### src/rtl/shift_sequencer_pkg.sv
// Shared definitions for the shift sequencer: op codes, size codes, FSM encoding
// and the count-reduction helper used at request accept.
package shift_sequencer_pkg;

    localparam logic [3:0] SH_ROL  = 4'd0;
    localparam logic [3:0] SH_ROR  = 4'd1;
    localparam logic [3:0] SH_RCL  = 4'd2;
    localparam logic [3:0] SH_RCR  = 4'd3;
    localparam logic [3:0] SH_SHL  = 4'd4;
    localparam logic [3:0] SH_SHR  = 4'd5;
    localparam logic [3:0] SH_SAL  = 4'd6;
    localparam logic [3:0] SH_SAR  = 4'd7;
    localparam logic [3:0] SH_SHRD = 4'd8;
    localparam logic [3:0] SH_SHLD = 4'd9;

    localparam logic [3:0] SZ_BYTE  = 4'd1;
    localparam logic [3:0] SZ_WORD  = 4'd2;
    localparam logic [3:0] SZ_DWORD = 4'd4;

    typedef enum logic [1:0] {
        IDLE = 2'd0,
        RUN  = 2'd1,
        DONE = 2'd2
    } state_t;

    typedef struct packed {
        logic [31:0] a;
        logic [31:0] b;
        logic        c;
    } sb_res_t;

    // Rotate-through-carry cycles every width+1 positions, so narrow rcl/rcr
    // counts are folded before iterating.
    function automatic logic [4:0] eff_count(input logic [3:0] op,
                                             input logic [3:0] sz,
                                             input logic [4:0] raw);
        logic [4:0] n;
        n = raw;
        if (op == SH_RCL || op == SH_RCR) begin
            if (sz == SZ_BYTE) begin
                if (n >= 5'd27)      n = n - 5'd27;
                else if (n >= 5'd18) n = n - 5'd18;
                else if (n >= 5'd9)  n = n - 5'd9;
            end else if (sz == SZ_WORD) begin
                if (n >= 5'd17) n = n - 5'd17;
            end
        end
        return n;
    endfunction

endpackage

### src/rtl/shift_sequencer_shiftbox.sv
// Combinational shiftbox: one-position and four-position results for the
// selected op and operand size; bits above the operand size pass through.
module shift_sequencer_shiftbox
    import shift_sequencer_pkg::*;
(
    input  logic [3:0]  op,
    input  logic [3:0]  sz,
    input  logic [31:0] a,
    input  logic [31:0] b,
    input  logic        ci,
    output logic [31:0] resa,
    output logic [31:0] resb,
    output logic        co,
    output logic [31:0] resa4,
    output logic [31:0] resb4,
    output logic        co4
);

    function automatic sb_res_t step(input logic [3:0]  fop,
                                     input logic [3:0]  fsz,
                                     input logic [31:0] fa,
                                     input logic [31:0] fb,
                                     input logic        fci);
        logic [31:0] m, mb, lo, blo, left, right, x, nb;
        logic        amsb, bmsb, c;
        sb_res_t     r;
        case (fsz)
            SZ_BYTE: begin m = 32'h0000_00FF; mb = 32'h0000_0080; end
            SZ_WORD: begin m = 32'h0000_FFFF; mb = 32'h0000_8000; end
            default: begin m = 32'hFFFF_FFFF; mb = 32'h8000_0000; end
        endcase
        lo    = fa & m;
        blo   = fb & m;
        amsb  = |(lo & mb);
        bmsb  = |(blo & mb);
        left  = (lo << 1) & m;
        right = lo >> 1;
        x     = lo;
        nb    = blo;
        c     = fci;
        case (fop)
            SH_ROL:         x = left | {31'b0, amsb};
            SH_ROR:         x = right | (fa[0] ? mb : 32'h0);
            SH_RCL:  begin  x = left | {31'b0, fci};      c = amsb;  end
            SH_RCR:  begin  x = right | (fci ? mb : 32'h0); c = fa[0]; end
            SH_SHL,
            SH_SAL:  begin  x = left;                     c = amsb;  end
            SH_SHR:         x = right;
            SH_SAR:         x = right | (amsb ? mb : 32'h0);
            // Double shifts feed the vacated position from b and shift b
            // along so the next step sees its next bit.
            SH_SHRD: begin
                x  = right | (fb[0] ? mb : 32'h0);
                c  = fa[0];
                nb = blo >> 1;
            end
            SH_SHLD: begin
                x  = left | {31'b0, bmsb};
                c  = amsb;
                nb = (blo << 1) & m;
            end
            default: ;
        endcase
        r.a = (fa & ~m) | x;
        r.b = (fb & ~m) | nb;
        r.c = c;
        return r;
    endfunction

    sb_res_t s1, s2, s3, s4;

    assign s1 = step(op, sz, a, b, ci);
    assign s2 = step(op, sz, s1.a, s1.b, s1.c);
    assign s3 = step(op, sz, s2.a, s2.b, s2.c);
    assign s4 = step(op, sz, s3.a, s3.b, s3.c);

    assign resa  = s1.a;
    assign resb  = s1.b;
    assign co    = s1.c;
    assign resa4 = s4.a;
    assign resb4 = s4.b;
    assign co4   = s4.c;

endmodule

### src/rtl/shift_sequencer.sv
// Multi-cycle shift/rotate sequencer: iterates the shiftbox four or one
// positions per clock and pulses done when the effective count is consumed.
module shift_sequencer
    import shift_sequencer_pkg::*;
#(
    parameter int CNT_W = 8
) (
    input  logic             clk,
    input  logic             rst,
    input  logic             start,
    input  logic             flush,
    input  logic [3:0]       shiftop,
    input  logic [3:0]       calc_sz,
    input  logic [CNT_W-1:0] count,
    input  logic             ci,
    input  logic [31:0]      opa,
    input  logic [31:0]      opb,
    output logic             busy,
    output logic             done,
    output logic [31:0]      resa,
    output logic [31:0]      resb,
    output logic             co,
    output logic             cnt_zero,
    output logic             cnt_one
);

    state_t      state;
    logic [3:0]  op_q;
    logic [3:0]  sz_q;
    logic [4:0]  rem;
    logic [4:0]  rem_next;
    logic [4:0]  n_eff;
    logic        wide;
    logic [31:0] sa1, sb1, sa4, sb4;
    logic        sc1, sc4;
    logic        cnt_unused;

    assign cnt_unused = ^count[CNT_W-1:5];
    assign n_eff      = eff_count(shiftop, calc_sz, count[4:0]);
    assign wide       = (rem >= 5'd4);
    assign rem_next   = wide ? rem - 5'd4 : ((rem == 5'd0) ? 5'd0 : rem - 5'd1);

    shift_sequencer_shiftbox u_shiftbox (
        .op    (op_q),
        .sz    (sz_q),
        .a     (resa),
        .b     (resb),
        .ci    (co),
        .resa  (sa1),
        .resb  (sb1),
        .co    (sc1),
        .resa4 (sa4),
        .resb4 (sb4),
        .co4   (sc4)
    );

    // A zero count still spends one RUN cycle without stepping, so done
    // always lands at least one edge after accept.
    always_ff @(posedge clk or posedge rst) begin
        if (rst) begin
            state    <= IDLE;
            op_q     <= 4'd0;
            sz_q     <= 4'd0;
            rem      <= 5'd0;
            resa     <= 32'h0;
            resb     <= 32'h0;
            co       <= 1'b0;
            done     <= 1'b0;
            busy     <= 1'b0;
            cnt_zero <= 1'b0;
            cnt_one  <= 1'b0;
        end else if (flush) begin
            state <= IDLE;
            rem   <= 5'd0;
            done  <= 1'b0;
            busy  <= 1'b0;
        end else begin
            case (state)
                RUN: begin
                    if (rem != 5'd0) begin
                        resa <= wide ? sa4 : sa1;
                        resb <= wide ? sb4 : sb1;
                        co   <= wide ? sc4 : sc1;
                    end
                    rem <= rem_next;
                    if (rem_next == 5'd0) begin
                        state <= DONE;
                        done  <= 1'b1;
                    end
                end
                default: begin
                    done <= 1'b0;
                    if (start) begin
                        state    <= RUN;
                        busy     <= 1'b1;
                        op_q     <= shiftop;
                        sz_q     <= calc_sz;
                        rem      <= n_eff;
                        resa     <= opa;
                        resb     <= opb;
                        co       <= ci;
                        cnt_zero <= (n_eff == 5'd0);
                        cnt_one  <= (n_eff == 5'd1);
                    end else begin
                        state <= IDLE;
                        busy  <= 1'b0;
                    end
                end
            endcase
        end
    end

endmodule

### config.mk
export PLATFORM = sky130hd
export DESIGN_NAME = shift_sequencer
export DESIGN_NICKNAME = d
export VERILOG_FILES = /design/src/rtl/shift_sequencer_pkg.sv /design/src/rtl/shift_sequencer_shiftbox.sv /design/src/rtl/shift_sequencer.sv
export SDC_FILE = /design/constraint.sdc
export NUM_CORES = 1
export LEC_CHECK = 0
export CAP_MARGIN = 20
export CORE_MARGIN = 2
export CORE_UTILIZATION = 26
export DETAILED_ROUTE_END_ITERATION = 16
export HOLD_SLACK_MARGIN = 0.06
export MAX_ROUTING_LAYER = met4
export PLACE_DENSITY = 0.44
export REMOVE_ABC_BUFFERS = 1
export SYNTH_ARGS = -nofsm -noshare
export SYNTH_HDL_FRONTEND = slang
export SYNTH_SLANG_ARGS = --single-unit
### constraint.sdc
create_clock -name clk -period 2.8 [get_ports clk]
set_input_delay 0.28 -clock clk [delete_from_list [all_inputs] [get_ports clk]]
set_output_delay 0.28 -clock clk [all_outputs]
set_load 0.05 [all_outputs]
==> results of run 1 <==
synth_stat cells, types with 5 or more instances:
master and n:
nand2_1 171, a21oi_1 111, o21ai_0 108, dfrtp_1 83, nor2_1 68, clkbuf_1 55, a211oi_1 22, nor3_1 20
nand3_1 19, o221ai_1 19, inv_1 18, and3_1 17, a22oi_1 16, a221oi_1 15, buf_2 14, o22ai_1 14
o21ai_1 12, a31oi_1 11, and2_1 11, ha_1 11, a221o_1 10, buf_1 10, mux2i_1 10, a22o_1 9
o31ai_1 9, nand2b_1 8, mux2_2 7, nand3b_1 7, nor2b_1 7, o211ai_1 7, buf_4 6, mux4_2 6
nor4_1 6, o311ai_0 6, a211o_1 5, a21boi_0 5, a21o_1 5, a32oi_1 5, nand4_1 5, nor3b_1 5
metrics by stage:
step	cells	hold WS, ns
floorplan	950	0.343
global placement	1689	0.530
detailed placement	1689	0.534
CTS	1706	0.243
global route	1713	0.280
finish	1713	0.240
worst register-to-register path, stage by stage (launching register included):
cell,delay [ns]
dfrtp_2,0.46
buf_6,0.14
or4b_4,0.60
nor2_4,0.18
a211oi_4,0.09
o311ai_4,0.37
a31oi_2,0.10
a2111oi_4,0.47
buf_4,0.18
nor3b_2,0.04
o21ai_1,0.12
layer usage:
layer | up-vias | global-route usage (%) | wire (µm)
li1 | 4476 | - | -
met5 | - | - | 0
met4 | 0 | 4.75 | 587
met3 | 37 | 2.71 | 1690
met2 | 311 | 38.8 | 17500
met1 | 4580 | 30.4 | 16100
layout make-up:
cell class	count	area, µm²
clock buffer	11	243
clock inverter	4	51.3
fill	3136	17900
inverter	19	72.6
multi-input combinational	848	5490
sequential	83	2080
tap	390	488
timing repair buffer	358	3220
cell families (layout without fill, tap and decap cells):
| logic type | after synthesis | in the layout | synth area share [%] |
|---|---|---|---|
| adders and majority gates | 11 | 11 | 1.77 |
| DFF | 83 | 83 | 26.6 |
| and+or+nand+nor | 373 | 373 | 23.2 |
| buffers and inverters | 108 | 392 | 6.10 |
| xor gates and xnor gates | 4 | 4 | 0.690 |
| muxes | 23 | 23 | 4.03 |
| AOI/OAI and AO/OA | 437 | 437 | 37.6 |
cells in the final DEF (no fill, tap or decap), types with 6 or more instances in the layout:
| cell | n |
|---|---|
| o21ai_1 | 14 |
| clkdlybuf4s50_1 | 150 |
| a221o_1 | 10 |
| nand3b_1 | 7 |
| mux4_2 | 6 |
| a221oi_1 | 13 |
| buf_12 | 10 |
| nor3_1 | 20 |
| o221ai_1 | 18 |
| mux2_2 | 7 |
| nand3_1 | 19 |
| buf_4 | 193 |
| nor2_1 | 66 |
| a211oi_2 | 6 |
| a31oi_1 | 10 |
| nand2b_1 | 7 |
| and2_1 | 12 |
| nor4_1 | 6 |
| mux2i_1 | 10 |
| a211oi_1 | 17 |
| a21oi_1 | 106 |
| a22oi_1 | 14 |
| o22ai_1 | 12 |
| o211ai_1 | 7 |
| o21ai_0 | 102 |
| ha_1 | 11 |
| inv_1 | 17 |
| dfrtp_1 | 78 |
| nand2_1 | 169 |
| a21oi_2 | 6 |
| a22o_1 | 9 |
| and3_1 | 17 |
| clkbuf_16 | 10 |
| o31ai_1 | 8 |
state kept, by name, summed over array words and instances, names as in the netlist:
| signal | cells |
|---|---|
| co | 1 |
| busy | 1 |
| sz_q | 4 |
| op_q | 4 |
| state | 1 |
| cnt_zero | 1 |
| resa | 32 |
| done | 1 |
| cnt_one | 1 |
| rem | 5 |
| resb | 32 |
timing repair:
action,4_1_cts,5_1_grt
gates cloned,0,1
pin swaps,5,17
resized for setup,19,44
hold buffers,0,0
setup buffers,2,6
setup endpoints to repair,12,32
report_power, final:
| part | leakage, nW | internal [W] | switching [W] |
|---|---|---|---|
| logic | 3.55 | 0.00257 | 0.00372 |
| registers | 1.01 | 0.00152 | 0.000591 |
| clock network | 0.142 | 0.000713 | 0.000544 |
final timing paths:
check                           startpoint  endpoint  slack (ns)  cells past startpoint
worst max-delay path               op_q[1]  resa[14]       -0.02                     10
worst min-delay path                   rst  resb[24]        0.24                      2
worst max register to register     op_q[1]  resa[14]       -0.02                     10
worst min register to register        busy      busy        0.55                      2
max in group asynchronous              rst  resa[31]        1.89                      3
min in group clk                   opa[18]  resa[18]        0.50                      3
==> flow_summary.yaml, run 1 <==
outcome:
  outcome: "complete, but fails checks"
  violations: "negative setup slack"
route:
  via_per_inst: 5.49
  first_pass_iters: 5
  via_count: 9404
  drc: 0
  wl_per_cell_um: 21.0
  drt_iter0_markers: 824
  antenna_left: 0
  routed_wl_um: 35900
final_layout:
  diodes: 0
  nets: 1415
  drive_gt1_share_pct: 23.5
  final_area_um2: 11600
  utilization_pct: 39.4
  areaGrowthSynthToFinish_pct: 49.4
critical_path:
  critical-path-top-delay-family: "compound AO/OA/AOI/OAI gates"
  path_cells: "buf_6 -> or4b_4 -> nor2_4 -> a211oi_4 -> o311ai_4 -> a31oi_2 -> a2111oi_4 -> buf_4 -> nor3b_2 -> o21ai_1"
  crit_path_end_kind: "register"
  cp.arrival_ns: 3.10
  critical_path.startpoint_type: "register"
  cp_num_buf_inv: 2
  critPathKind: "register to register"
  slowest_stage: "or4b_4"
  slowest_delay_ns: 0.60
  worst-endpoint-required_ns: 3.08
  cp_max_fo: 6
synthesis:
  syn_area_per_cell_um2: 7.50
  synth_largest_area_cell: "dfrtp_1"
  async_flop_share_pct: 100
  ys_seq_area_share_pct: 26.6
  ys_warn_count: 0
  ys_seq_elements: 83
  synth.area.top_cells: "dfrtp_1, nand2_1, a21oi_1, o21ai_0, nor2_1"
  synth_cell_type_count: 96
  synthFlopType: "dfrtp_1"
  synth-edff-count: 0
  synth_top_area_share_pct: 26.6
  netlist_area_um2: 7800
  synth_cells: 1039
clock_network:
  clk_pin_slew_ns: 0.07
  htree_levels: 3
  insertion_delay_ns: 0.36
  cts_inserted_buffers: 9
  clkSinkCount: 83
  cts_max_path_buffers: 2
  clockRootBuffer: "clkbuf_16"
  tritoncts: "yes"
floorplan:
  core_area_um2: 29600
  io_pins: 154
  fp.dieW_um: 177
  rows: 63
  initial_core_util_pct: 26.4
  die_area_um2: 31400
  die_h_um: 177
placement:
  post-place-ws_ns: -0.349
  dp_hpwl_um: 27200
  io_buffers: 150
  place.gp.congestion: 0.948
  dpl_cell_area_um2: 11000
timing:
  slew_viol_final: 0
  period_needed_ns: 2.82
  rsz0062_at_grt: "true"
  finalClockSkew_ns: 0.00900
  max_slew_margin_pct: 54.4
  final_hold_viol_count: 0
  worst_pin_slew_ns: 0.676
  setup_viol: 3
  fin_crit_sh_pct: 101
  setup_ws_ns: -0.0226
  finalSetupTns_ns: -0.0453
  fmax_mhz: 354
global_routing:
  antenna_found_initial: 0
  grt_pass1_vias: 9417
  grt_overflow: 0
  grt_max_degree: 43
  grt_pass1_wl_um: 55300
  grt_use_total_pct: 23.3
pwr:
  p_leak_nw: 4.71
  p_per_area_nw_per_um2: 829
  finalPower_w: 0.00966
  ir_drop_mv: 0.347
run:
  drv_cap: 0
worst_hold_path:
  hold_path.class: "primary input to asynchronous set/reset pin"
Power figures use the tool's default switching activity.
==> inputs of run 2 (changes only) <==
Settings changed: PLACE_DENSITY 0.44 to not set.
==> run 2 against run 1 <==
Compared with the run above:
- the flow still finishes with violations (negative setup slack)
- sequential share of layout area is 0.065 points higher
- first-iteration DRC count is 0.49% higher
- via count is 1.2% higher
- fmax is 0.37% higher
- final area is 0.60% lower
- sequential power hardly changed
- global-route usage is 0.60 points lower
- count of clock-buffer cells in the layout stayed put
- critical path depth is 1 lower
- critical endpoint is now co
==> flow_summary.yaml, run 2 (same netlist as run 1, synthesis figures left out) <==
global_routing:
  antenna_found_initial: 0
  grt_pass1_vias: 9430
  grt_overflow: 0
  grt_pass1_wl_um: 54300
  met1_usage_pct: 29.9
  grt_use_total_pct: 22.7
  gr-usage-met2_pct: 36.6
  top_usage_layer: "met2"
  grt_max_degree: 48
  use_met3_pct: 2.94
critical_path:
  critPathKind: "register to register"
  slowest_delay_ns: 0.60
  worst-endpoint-required_ns: 3.06
  path_cells: "buf_6 -> or4b_4 -> nor2_4 -> a211oi_4 -> o311ai_4 -> a31oi_2 -> a2111oi_4 -> nor2_2 -> o31ai_2"
  startpoint: "op_q[2]"
  crit_path_end_kind: "register"
  cp_max_fo: 6
  rr_startpoint: "op_q[2]"
  slowest_stage: "or4b_4"
  critical_path.startpoint_type: "register"
  cp.arrival_ns: 3.08
route:
  drc: 0
  via_count: 9521
  first_pass_iters: 6
  drt_iter0_markers: 828
  routed_wl_um: 34500
  antenna_left: 0
  wl_per_cell_um: 20.1
  via_per_inst: 5.56
floorplan:
  core_area_um2: 29600
  die_h_um: 177
  io_pins: 154
  die_area_um2: 31400
  fp.dieW_um: 177
  initial_core_util_pct: 26.4
  rows: 63
final_layout:
  fillCellCount: 3084
  areaGrowthSynthToFinish_pct: 48.5
  multi_input_area_um2: 5470
  final_area_um2: 11600
  reg.largest.list: "resa x32, resb x32, rem x5"
  drive_gt1_share_pct: 23.1
  final_cell_mix: "buf_4, nand2_1, clkdlybuf4s50_1"
  diodes: 0
  nets: 1413
  regArea_um2: 2080
  layout_commonest_cell: "buf_4"
timing:
  slew_viol_final: 0
  fmax_mhz: 356
  rsz0062_at_grt: "true"
  setup_ws_ns: -0.0124
  setup_viol: 1
  fin_hold_ws_ns: 0.355
  final_hold_viol_count: 0
  fin_crit_sh_pct: 100
  max_slew_margin_pct: 30.7
  worst_pin_slew_ns: 1.03
  finalClockSkew_ns: 0.00920
  period_needed_ns: 2.81
pwr:
  ir_drop_mv: 0.430
  finalPower_w: 0.00955
  p_per_area_nw_per_um2: 824
  p_leak_nw: 4.68
placement:
  io_buffers: 150
  place.gp.congestion: 0.958
  dp_hpwl_um: 26600
  dpl_cell_area_um2: 11000
outcome:
  violations: "negative setup slack"
  outcome: "complete, but fails checks"
clock_network:
  insertion_delay_ns: 0.36
  tritoncts: "yes"
  cts_inserted_buffers: 9
  clockRootBuffer: "clkbuf_16"
  clk_pin_slew_ns: 0.07
  postCtsHoldBufs: 0
  cts_max_path_buffers: 2
  clkSinkCount: 83
  htree_levels: 3
worst_hold_path:
  hold_path.class: "primary input to asynchronous set/reset pin"
run:
  drv_cap: 0
-- run 2: metrics by stage --
step           setup slack [ns]   TNS [ns]  cells  util, %
3_5_place_dp             -0.395      -1.29   1690     37.4
5_1_grt                  -0.119     -0.477   1712     39.2
4_1_cts               -0.000584  -0.000584   1706     38.3
3_3_place_gp             -0.332     -0.974   1690     37.4
2_1_floorplan             -5.11    -282.32    950        -
6_report                -0.0124    -0.0124   1712     39.2
-- run 2: final timing paths --
| kind | endpoint | slack, ns | depth (start not counted) |
|---|---|---|---|
| worst max register to register | co | -0.01 | 9 |
| worst min-delay path | resa[0] | 0.36 | 2 |
| max in group asynchronous | op_q[2] | 1.78 | 3 |
| worst min register to register | resa[11] | 0.56 | 2 |
| worst max-delay path | co | -0.01 | 9 |
| min in group clk | resa[18] | 0.49 | 3 |
-- run 2: routing by layer --
| metal | vias to the layer above | part of all wire, % |
|---|---|---|
| met4 | 0 | 2.1 |
| met1 | 4602 | 44 |
| met2 | 381 | 48 |
| met5 | - | 0 |
| li1 | 4485 | - |
| met3 | 53 | 6.0 |
-- run 2: area by class of cell --
class / instances / area share, %
multi-input cells: 848 / 47.3
well taps: 390 / 4.21
flip-flops and latches: 83 / 17.9
clock inverters: 5 / 0.259
inverters: 19 / 0.627
clock buffers: 11 / 2.01
repair buffers: 356 / 27.7
-- run 2: power by group --
| group | internal [W] | switching (W) | leakage [nW] |
|---|---|---|---|
| sequential | 0.00152 | 0.000578 | 1.02 |
| clock | 0.000597 | 0.000536 | 0.125 |
| combinational | 0.00260 | 0.00371 | 3.54 |
-- run 2: what timing repair did --
item	4_1_cts	5_1_grt
endpoints found under the setup margin	11	29
pin swaps	4	21
buffers inserted	0	6
resized for setup	7	47
endpoints found under the hold margin	0	0
-- run 2: critical path, delay by kind of cell (launching register included) --
family / cells / cell delay, ns
AND/OR/NAND/NOR: 3 / 0.87
flip-flops: 1 / 0.44
AO/OA/AOI/OAI: 5 / 1.24
buffers and inverters: 1 / 0.15
==> inputs of run 3 (changes only) <==
Settings changed: SKIP_LAST_GASP set to 1.
==> run 3 against run 2 <==
Compared with the run above:
- the run still ends with negative setup slack left
- critical endpoint unchanged
- non-clock buffer count unchanged
- core utilization is 0.085 points lower
- global-route usage stayed put
- final area is 0.22% lower
- total power decreased by 0.22%
- cell count is the same
- largest cell class unchanged
- via count decreased by 0.63%
- clock power is essentially flat
==> flow_summary.yaml, run 3 (same netlist as run 1, synthesis figures left out) <==
global_routing:
  grt_overflow: 0
  gr-usage-met2_pct: 36.6
  antenna_found_initial: 0
  met1_usage_pct: 29.9
  grt_use_total_pct: 22.7
  grt_max_degree: 48
  grt_pass1_wl_um: 54300
  grt_pass1_vias: 9430
  use_met3_pct: 2.94
  top_usage_layer: "met2"
floorplan:
  initial_core_util_pct: 26.4
  core_area_um2: 29600
  die_area_um2: 31400
  die_h_um: 177
  rows: 63
  io_pins: 154
  fp.dieW_um: 177
final_layout:
  multi_input_area_um2: 5460
  layout_commonest_cell: "buf_4"
  drive_gt1_share_pct: 22.8
  instances_no_fill: 1712
  diodes: 0
  nets: 1413
  final_cell_mix: "buf_4, nand2_1, clkdlybuf4s50_1"
  reg.largest.list: "resa x32, resb x32, rem x5"
  regArea_um2: 2080
  fillCellCount: 3086
  areaGrowthSynthToFinish_pct: 48.2
route:
  routed_wl_um: 34500
  first_pass_iters: 5
  wl_per_cell_um: 20.1
  drc: 0
  drt_iter0_markers: 874
  via_per_inst: 5.53
  via_count: 9461
  antenna_left: 0
timing:
  rsz0062_at_grt: "true"
  period_needed_ns: 2.81
  fin_crit_sh_pct: 101
  setup_ws_ns: -0.0148
  fmax_mhz: 355
  finalClockSkew_ns: 0.0103
  final_hold_viol_count: 0
  setup_viol: 2
  slew_viol_final: 0
  max_slew_margin_pct: 30.4
  worst_pin_slew_ns: 1.04
clock_network:
  tritoncts: "yes"
  clockRootBuffer: "clkbuf_16"
  htree_levels: 3
  postCtsHoldBufs: 0
  clkSinkCount: 83
  cts_inserted_buffers: 9
  clk_pin_slew_ns: 0.07
  cts_max_path_buffers: 2
  insertion_delay_ns: 0.37
pwr:
  ir_drop_mv: 0.430
  p_leak_nw: 4.68
  p_per_area_nw_per_um2: 824
  finalPower_w: 0.00953
critical_path:
  worst-endpoint-required_ns: 3.07
  slowest_stage: "or4b_4"
  path_cells: "buf_6 -> or4b_4 -> nor2_4 -> a211oi_4 -> o311ai_4 -> a31oi_2 -> a2111oi_4 -> nor2_2 -> o31ai_2"
  critical_path.startpoint_type: "register"
  slowest_delay_ns: 0.60
  critPathKind: "register to register"
  cp_max_fo: 6
  cp_num_buf_inv: 1
  crit_path_end_kind: "register"
  cp.arrival_ns: 3.08
  critical-path-top-delay-family: "compound AO/OA/AOI/OAI gates"
placement:
  io_buffers: 150
  dp_cells: 1690
  dp_hpwl_um: 26600
  place.gp.congestion: 0.958
run:
  drv_cap: 0
outcome:
  violations: "negative setup slack"
  outcome: "complete, but fails checks"
worst_hold_path:
  hold_path.class: "primary input to asynchronous set/reset pin"
-- run 3: cell count changes in the layout (fill, tap and decap cells not counted), moves of 2 or more --
cell     change
o21ai_0      +3
o21ai_1      -3
a21oi_1      +2
a21oi_2      -2
-- run 3: metal layers --
metal	vias to the layer above	routed length, µm
met5	-	0
met4	0	643
met3	41	1880
met2	340	16400
met1	4601	15600
li1	4479	-
-- run 3: cell type report --
cell class | instances | share of cell area [%]
inverter | 19 | 0.628
clock inverter | 5 | 0.260
clock buffer | 11 | 2.01
tap | 390 | 4.22
timing repair buffer | 356 | 27.7
sequential | 83 | 18.0
multi-input combinational | 848 | 47.2
-- run 3: final timing paths --
check | start | cells after the start | slack [ns] | to
min in group clk | opa[18] | 3 | 0.48 | resa[18]
min | rst | 2 | 0.35 | resa[0]
max reg2reg | op_q[2] | 9 | -0.01 | co
max in group asynchronous | rst | 3 | 1.79 | op_q[2]
max | op_q[2] | 9 | -0.01 | co
min reg2reg | resa[11] | 2 | 0.55 | resa[11]
-- run 3: worst reg2reg max path: stages, from the launching register on --
cell,delay (ns)
dfrtp_2,0.44
buf_6,0.15
or4b_4,0.60
nor2_4,0.15
a211oi_4,0.09
o311ai_4,0.40
a31oi_2,0.09
a2111oi_4,0.46
nor2_2,0.12
o31ai_2,0.20
-- run 3: through the flow --
| stage | worst slack, ns | cell area, µm² | hold WS, ns | util (%) | setup TNS (ns) |
|---|---|---|---|---|---|
| finish | -0.0148 | 11600 | 0.349 | 39.1 | -0.0241 |
| global route | -0.123 | 11600 | 0.425 | 39.1 | -0.611 |
| CTS | -0.00416 | 11300 | 0.384 | 38.3 | -0.00941 |
| detailed placement | -0.395 | 11000 | 0.536 | 37.4 | -1.29 |
| global placement | -0.332 | 11000 | 0.524 | 37.4 | -0.974 |
| floorplan | -5.11 | 7390 | 0.343 | - | -282.32 |
-- run 3: power breakdown --
group | switching (W) | internal, W
Combinational | 0.00371 | 0.00258
Clock | 0.000544 | 0.000597
Sequential | 0.000575 | 0.00152
-- run 3: what timing repair did --
action	CTS	global route
pin swaps	4	14
gates resized for setup	6	39
endpoints found under the setup margin	11	29
buffers inserted	0	6
